## src/rtl/sonic_array.sv

```systemverilog
// Round-robin driver for NCH HC-SR04-style ultrasonic rangers: one trigger at a time,
// echo timed in microseconds, converted to centimetres, with per-channel presence hysteresis.
module sonic_array #(
  parameter int CLK_HZ     = 50_000_000,
  parameter int NCH        = 2,
  parameter int DW         = 16,
  parameter int TRIG_US    = 10,
  parameter int SLOT_MS    = 40,
  parameter int TIMEOUT_US = 30000,
  parameter int CM_DIV     = 58,
  parameter int NEAR_CM    = 80,
  parameter int HYST_CM    = 5
) (
  input  logic              clock,
  input  logic              reset,
  input  logic [NCH-1:0]    echo,
  output logic [NCH-1:0]    trig,
  output logic [NCH*DW-1:0] distance,
  output logic [NCH-1:0]    dist_valid,
  output logic [NCH-1:0]    timeout,
  output logic [NCH-1:0]    near,
  output logic [2:0]        active_ch
);

  localparam int DIV    = CLK_HZ / 1_000_000;
  localparam int PW     = (DIV > 1) ? $clog2(DIV) : 1;
  localparam int CW     = $clog2(TIMEOUT_US + 1);
  localparam int SLOT_T = SLOT_MS * 1000;
  localparam int SW     = $clog2(SLOT_T + 1);
  localparam int CHW    = (NCH > 1) ? $clog2(NCH) : 1;

  typedef enum logic [2:0] {S_IDLE, S_TRIG, S_WAIT, S_MEAS, S_DONE, S_TOUT, S_GAP} state_t;

  state_t             state_q, state_d;
  logic [PW-1:0]      pre_q;
  logic               tick;
  logic [NCH-1:0]     echo_m_q, echo_s_q, echo_p_q;
  logic [CHW-1:0]     ch_q, ch_d;
  logic [CW-1:0]      tmr_q, tmr_d;
  logic [CW-1:0]      cnt_q, cnt_d;
  logic [SW-1:0]      slot_q, slot_d;
  logic [NCH-1:0]     trig_q, trig_d;
  logic [NCH*DW-1:0]  dist_q, dist_d;
  logic [NCH-1:0]     vld_q, vld_d;
  logic [NCH-1:0]     tout_q, tout_d;
  logic [NCH-1:0]     near_q, near_d;
  logic               echo_cur, rise, do_done, do_tout;
  logic [DW-1:0]      dist_new;

  // Floor division to centimetres, clamped to the all-ones code.
  function automatic logic [DW-1:0] sat_cm(input logic [CW-1:0] us);
    logic [CW-1:0] q;
    q = us / CW'(CM_DIV);
    if ((q >> DW) != '0) return '1;
    return DW'(q);
  endfunction

  assign tick     = (pre_q == PW'(DIV - 1));
  assign echo_cur = echo_s_q[ch_q];
  assign rise     = echo_cur & ~echo_p_q[ch_q];
  assign dist_new = sat_cm(cnt_q);

  always_comb begin
    state_d = state_q;
    ch_d    = ch_q;
    tmr_d   = tmr_q;
    cnt_d   = cnt_q;
    slot_d  = slot_q;
    dist_d  = dist_q;
    vld_d   = '0;
    tout_d  = '0;
    near_d  = near_q;
    do_done = 1'b0;
    do_tout = 1'b0;
    if (state_q != S_IDLE && tick && slot_q != SW'(SLOT_T)) slot_d = slot_q + 1'b1;
    case (state_q)
      S_IDLE: if (tick) begin
        state_d = S_TRIG;
        tmr_d   = '0;
        slot_d  = '0;
      end
      S_TRIG: if (tick) begin
        if (tmr_q == CW'(TRIG_US - 1)) begin
          state_d = S_WAIT;
          tmr_d   = '0;
        end else tmr_d = tmr_q + 1'b1;
      end
      S_WAIT: begin
        if (rise) begin
          // the rising-edge cycle itself is the first high tick
          state_d = S_MEAS;
          cnt_d   = {{(CW-1){1'b0}}, tick};
        end else if (tick) begin
          if (tmr_q == CW'(TIMEOUT_US - 1)) begin
            state_d = S_TOUT;
            do_tout = 1'b1;
          end else tmr_d = tmr_q + 1'b1;
        end
      end
      S_MEAS: begin
        if (!echo_cur) begin
          state_d = S_DONE;
          do_done = 1'b1;
        end else if (tick) begin
          cnt_d = cnt_q + 1'b1;
          if (cnt_d == CW'(TIMEOUT_US)) begin
            state_d = S_TOUT;
            do_tout = 1'b1;
          end
        end
      end
      S_DONE, S_TOUT: state_d = S_GAP;
      S_GAP: begin
        // leave one tick early so IDLE's tick lands exactly on the slot boundary
        if (slot_d >= SW'(SLOT_T - 1)) begin
          state_d = S_IDLE;
          ch_d    = (ch_q == CHW'(NCH - 1)) ? '0 : ch_q + 1'b1;
        end
      end
      default: state_d = S_IDLE;
    endcase
    if (do_done) begin
      dist_d[int'(ch_q)*DW +: DW] = dist_new;
      vld_d[ch_q] = 1'b1;
      if (dist_new < DW'(NEAR_CM)) near_d[ch_q] = 1'b1;
      else if (dist_new >= DW'(NEAR_CM + HYST_CM)) near_d[ch_q] = 1'b0;
    end
    if (do_tout) begin
      dist_d[int'(ch_q)*DW +: DW] = '1;
      tout_d[ch_q] = 1'b1;
      near_d[ch_q] = 1'b0;
    end
    trig_d = (state_d == S_TRIG) ? (NCH'(1) << ch_d) : '0;
  end

  // stage boundary: every register, outputs included, clears on reset
  always_ff @(posedge clock or posedge reset) begin
    if (reset) begin
      pre_q    <= '0;
      echo_m_q <= '0;
      echo_s_q <= '0;
      echo_p_q <= '0;
      state_q  <= S_IDLE;
      ch_q     <= '0;
      tmr_q    <= '0;
      cnt_q    <= '0;
      slot_q   <= '0;
      trig_q   <= '0;
      dist_q   <= '0;
      vld_q    <= '0;
      tout_q   <= '0;
      near_q   <= '0;
    end else begin
      pre_q    <= tick ? '0 : pre_q + 1'b1;
      echo_m_q <= echo;
      echo_s_q <= echo_m_q;
      echo_p_q <= echo_s_q;
      state_q  <= state_d;
      ch_q     <= ch_d;
      tmr_q    <= tmr_d;
      cnt_q    <= cnt_d;
      slot_q   <= slot_d;
      trig_q   <= trig_d;
      dist_q   <= dist_d;
      vld_q    <= vld_d;
      tout_q   <= tout_d;
      near_q   <= near_d;
    end
  end

  assign trig       = trig_q;
  assign distance   = dist_q;
  assign dist_valid = vld_q;
  assign timeout    = tout_q;
  assign near       = near_q;
  assign active_ch  = 3'(ch_q);

endmodule

```

## config.mk

```make
export PLATFORM = sky130hd
export DESIGN_NAME = sonic_array
export DESIGN_NICKNAME = d
export VERILOG_FILES = /design/src/rtl/sonic_array.sv
export SDC_FILE = /design/constraint.sdc
export NUM_CORES = 1
export LEC_CHECK = 0
export BUFFER_PORTS_ARGS = -buffer_cell sky130_fd_sc_hd__buf_2
export CORE_MARGIN = 3
export CORE_UTILIZATION = 60
export DETAILED_ROUTE_END_ITERATION = 10
export PLACE_DENSITY = 0.86
export SLEW_MARGIN = 20
export SYNTH_ARGS = -nofsm -noshare
export SYNTH_HDL_FRONTEND = slang
export SYNTH_SLANG_ARGS = --single-unit
```

## constraint.sdc

```tcl
create_clock -name clock -period 5.7 [get_ports clock]
set_input_delay 0.855 -clock clock [delete_from_list [all_inputs] [get_ports clock]]
set_output_delay 0.855 -clock clock [all_outputs]
set_load 0.03 [all_outputs]
```

# After elaboration in Yosys (flattened, before gate mapping)
# Cells that the tools add are included.
dict set report word_totals {
  ff_bits 102
  latch_bits 0
  ramBits 0
  mem_bits_ro 0
  inputBits 4
  output_inout_bits 43
  word_cells 121
  n_memories 0
}
dict set report op_classes {
  addsub 6
  n_mul 0
  div 1
  magnitude_cmp 5
  n_eq_ne 20
  shift 4
  muxes 55
  bitwise 6
  n_reduce_logical 10
}
# cell n
set op_table {}
lappend op_table {{two-way mux 15 bit} 9}
lappend op_table {{bitwise mux 32 bit} 2}
lappend op_table {{two-way mux 32 bit} 2}
lappend op_table {{two-way mux 16 bit} 3}
lappend op_table {{one-hot mux 15 bit (3 select lines)} 1}
lappend op_table {{negator 5 -> 33 bit} 1}
lappend op_table {{variable shift 16 x 33 -> 32 bit, first input constant} 1}
lappend op_table {{variable part select 16 x 33 -> 32 bit} 1}
lappend op_table {{variable part select 16 x 33 -> 32 bit, first input constant} 1}
lappend op_table {{adder 15 x 1 -> 15 bit, second input constant} 2}
lappend op_table {{equality test 15 bit, second input constant} 2}
lappend op_table {{two-way mux 3 bit} 10}
lappend op_table {{one-hot mux 15 bit (2 select lines)} 1}
lappend op_table {{one-hot mux 3 bit (6 select lines)} 1}
lappend op_table {{adder 16 x 1 -> 16 bit, second input constant} 1}
lappend op_table {{>= comparator 16 bit, second input constant} 1}
lappend op_table {{two-way mux 1 bit} 16}
lappend op_table {{!= test 16 bit, second input constant} 1}
lappend op_table {{!= test 2 bit, second input constant} 8}
lappend op_table {{divider 15 x 6 -> 15 bit, second input constant} 1}
lappend op_table {{equality test 15 x 4 -> 1 bit, second input constant} 1}
lappend op_table {{>= comparator 15 x 7 -> 1 bit, second input constant} 1}
lappend op_table {{< comparator 15 x 7 -> 1 bit, second input constant} 1}
lappend op_table {{two-way mux 2 bit} 7}
lappend op_table {{other kinds (24)} 32}

# Logic depth before layout (Yosys ltp)
dict set report logic_depth {
  ltp_word 11
  depth_mapped 24
}

# Worst setup path after synthesis
# No wires, ideal clock.
dict set report synth_timing {
  path_type {register -> register}
  startpoint {reg cnt_q[10]}
  endpoint {reg with a tool-made name}
  setup_time_ps 68
  arrival_time_ps 5133
  t_required_ps 5632
  path_slack_ps 499
  stages_incl_launch_ff 23
  path_buffers 3
  cell_sequence {dfrtp_1 -> buf_4 -> buf_4 -> nand2_1 -> o32ai_2 -> or2_1 -> o31ai_4 -> nand2_2 -> o211ai_2 -> nand2_1 -> a2111oi_4 -> o211ai_2 -> and2_4 -> buf_6 -> maj3_1 -> mux2i_1 -> nor3_1 -> nor2b_1 -> a211oi_2 -> o21ai_4 -> o211a_1 -> or4b_1 -> nand3_1}
}
# item line
set synth_lines {}
lappend synth_lines {{start: declaration} 40} ;# logic [CW-1:0] cnt_q, cnt_d;
lappend synth_lines {{start signal: assignment} 161} ;# cnt_q <= cnt_d;

==> results by stage <==
Status:
- The run finished with clean final reports.

STA:
- Setup slack on the critical path of the routed design comes to 110 ps.
- For this run, the top clock speed supported by timing is 179 MHz.
- The worst slew margin relative to its limit is 30.9%.
- The clock tree skew after final layout is 11.5 ps.
- The tightest hold margin is 350 ps.
- Setup violations remaining at the end of the flow were counted as 0.
- The max-slew violation count is 0.
- The hold violation total from the final report was 0.
- Setup repair after global routing could not meet its margin everywhere.
- At the pin with the least slew margin, the transition time is 1030 ps.
- The final critical-path required period is 5590 ps.
- The ratio of final minimum period to clock period is 98.1%.

Layout:
- The top cell types in the final layout, fill and taps aside, are dfrtp_1, nor2_1, nand2_1.
- The relative area change from synthesis to final layout is 15.4%.
- Once layout is done, the placed cells without fillers occupy 8290 um2.
- Of the cells placed in the final design, the portion with a size suffix greater than 1 is 22.1%.
- The final core utilization is 71.7%.
- The antenna diode count is 0.
- Once layout is complete, the cells apart from fillers number 1049.
- The most frequent standard cell in the layout excluding fill and tap cells is dfrtp_1.
- The number of nets in the finished design is 914.

CTS:
- The TritonCTS clock tree is built.
- The total number of clock tree sinks is 102.
- Buffers inserted during clock tree synthesis total 9.
- After clock tree synthesis, the flow added hold-fix buffers numbering 0.
- Clock-pin slew was measured on the worst setup and hold paths at 70 ps.
- The root buffer cell is clkbuf_16.
- The later-pin clock latency in the skew report is 360 ps.
- The H-tree level count is 3.
- The number of buffers on the longest clock path is 2.

Power and ir drop:
- The internal power is 0.00104 W.
- The share of total power dissipated in sequential elements is 54.6%.
- The share of total power dissipated in the clock network is 44.1%.
- The power per cell area is 161 nW/um2.
- The maximum vdd ir drop is 0.000147 V.
- The net switching share of the total power is 22.0%.
- Combinational logic is responsible for 1.3% of the overall power.
- In this run the static leakage power is 3.53 nW.
- Summed over all nets, the switching power comes to 0.000294 W.

Hold path:
- The source of the worst hold timing path is echo_m_q[1].
- The tightest min-delay check is of the register to register type.

Critical path:
- The startpoint identified for the worst register-to-register timing path is cnt_q[10].
- The path depth of the worst reg2reg path is 22.
- The type of origin of the critical path is a register.
- The setup check on the worst reg-to-reg path leaves a slack of 110 ps.
- The data required time of the worst path is 5990 ps.
- The critical path start-end classification is register to register.
- Tracing the worst setup path back leads to its startpoint at cnt_q[10].
- The largest fanout on the critical path is 10.
- Data on the critical path arrives at its endpoint at 5880 ps.
- The worst setup path is captured at a register.

Die:
- The count of pins on the block boundary is 47.
- The placeable core region is 11600 um2.
- The starting density of the core is 62.1%.
- Measured along the y axis, the die boundary spans 115 um.
- The cell row count is 39.
- The die is 115 um wide.
- The die area is 13300 um2.

Global routing:
- Entering global routing, the biggest net connects 77 pins.
- The global router's overall resource usage is 26.5%.
- The total overflow reported by the global router is 0.
- The via count of the first global-routing pass is 6065.
- The first-pass GRT wire length is 28.9 mm.
- The initial antenna violation count is 0.

Logic synthesis:
- In this run the cell area of the synthesized design comes to 7180 um2.
- The share of async-settable or async-resettable flops after synthesis is 100%.
- The commonest register cell after synthesis is dfrtp_1.
- In this run, synthesis produced a sequential element count of 102.
- Counting every instance in the synthesized netlist gives 835.
- The per-instance average area after synthesis is 8.60 um2.
- For this run, the number of Yosys warnings is 0.
- The number of enable flip-flop cells after synthesis is 0.
- The share of the yosys chip area belonging to registers is 35.5%.
- In this run, distinct cell masters in the synthesized netlist total 104.

Detailed routing:
- The per-cell via count in the routed design is 6.56.
- The number of remaining DRC errors is 0.
- For this block, the via count after detailed routing is 6880.
- The number of nets with antenna violations after routing is 0.
- For this run, the detailed router's first-pass iteration total came to 7.
- The number of DRC markers in iteration 0 is 784.
- The routed wirelength normalized by instance count is 17.6 um.
- The total routed wirelength is 18.4 mm.

Place:
- The global placement routability congestion is 0.938.
- Summing all placed instances gives a cell area of 7680 um2.
- Port buffering added 44 buffers.
- The half-perimeter wire length after placement is 12.6 mm.
- The number of placed instances, taps included, is 1018.
- OpenSTA, run right after detailed placement, puts the worst setup slack at -52.6 ps.

Run:
- The tool flagged a number of max-cap violations equal to 0.
power groups by stage:
stage | clock network, W | logic (W) | registers [W]
after floorplan | 0 | 0.0000143 | 0.000740
final | 0.000587 | 0.0000179 | 0.000727
after detailed placement | 0 | 0.0000189 | 0.000741
after global placement | 0 | 0.0000187 | 0.000741
after CTS | 0.000594 | 0.0000190 | 0.000727
after global routing | 0.000621 | 0.0000214 | 0.000727
cells in the mapped netlist (all sizes together) (9+ instances only):
| cell type | instances | share of area, % |
|---|---|---|
| a211oi | 13 | 1.7 |
| a21o | 21 | 2.3 |
| a21oi | 35 | 2.5 |
| a31oi | 12 | 1.5 |
| and2 | 9 | 0.82 |
| and3 | 12 | 1.2 |
| buf | 18 | 1.8 |
| clkbuf | 34 | 1.8 |
| dfrtp | 102 | 36 |
| ha | 9 | 1.6 |
| inv | 22 | 1.1 |
| mux2i | 10 | 1.6 |
| nand2 | 77 | 4.1 |
| nand3 | 35 | 2.4 |
| nand4 | 16 | 1.4 |
| nor2 | 92 | 4.9 |
| nor3 | 25 | 1.8 |
| nor4 | 10 | 0.96 |
| o21ai | 77 | 5.5 |
| o31ai | 9 | 1.4 |
| or3 | 10 | 0.87 |
| xnor2 | 23 | 2.9 |
| xor2 | 18 | 2.3 |
cells by family after synthesis:
group / Yosys count / share of synthesized area (%)
AO/OA/AOI/OAI: 260 / 27.0
XOR/XNOR: 41 / 5.21
adder cells (fa/ha/maj): 10 / 1.71
buffers and inverters: 75 / 4.82
flip-flops: 102 / 35.5
multiplexers: 12 / 1.99
other: 1 / 0.0522
AND/OR/NAND/NOR: 334 / 23.7
what timing repair did:
item                                    4_1_cts  5_1_grt
resized for setup                             2       41
pin swaps                                     0       12
endpoints found under the setup margin        4        6
setup buffers                                 0       15
area by class of cell:
type / count / area [um2]
clock buffer: 11 / 243
timing repair buffer: 106 / 686
tap: 143 / 179
inverter: 23 / 88.8
clock inverter: 5 / 40.0
fill: 809 / 3280
multi-input combinational: 659 / 4490
sequential: 102 / 2560
per-stage QoR:
step                      setup TNS, ps  power (W)
after floorplan                       0   0.000754
after global placement            -13.8   0.000759
after detailed placement          -97.2   0.000760
after CTS                             0    0.00134
after global routing               -406    0.00137
final                                 0    0.00133
worst max-delay path, stage by stage, from the launching register on:
cell and delay, ps:
dfrtp_4 500, buf_4 210, o211ai_1 120, buf_4 190
a21oi_4 220, o21ai_2 100, or4_4 550, a31oi_4 240
xnor2_4 140, a211oi_4 230, buf_4 180, nor2_4 40
or4b_1 550, a311oi_2 320, o211ai_1 180, a21bo_4 250
o2111ai_1 110, a211o_1 310, and4_4 210, o21ai_4 170
a2111oi_2 80, or4b_1 520, nand3_1 80
per-layer routing:
metal,wire (um),vias up,global-route usage [%]
met5,0,-,0
met4,506,0,9.15
met3,1390,54,4.33
met2,8450,338,41.4
met1,8060,3278,37.6
li1,-,3210,-
how the worst min path moves through the flow:
stage,slack (ps),end,cells past startpoint
after CTS,350,echo_s_q[1],0
final,350,echo_s_q[1],0
after global placement,330,echo_s_q[1],0
after detailed placement,340,echo_s_q[1],0
after global routing,370,echo_s_q[1],0
after floorplan,330,echo_s_q[0],0
No activity file was read; power rests on OpenSTA's default activity.
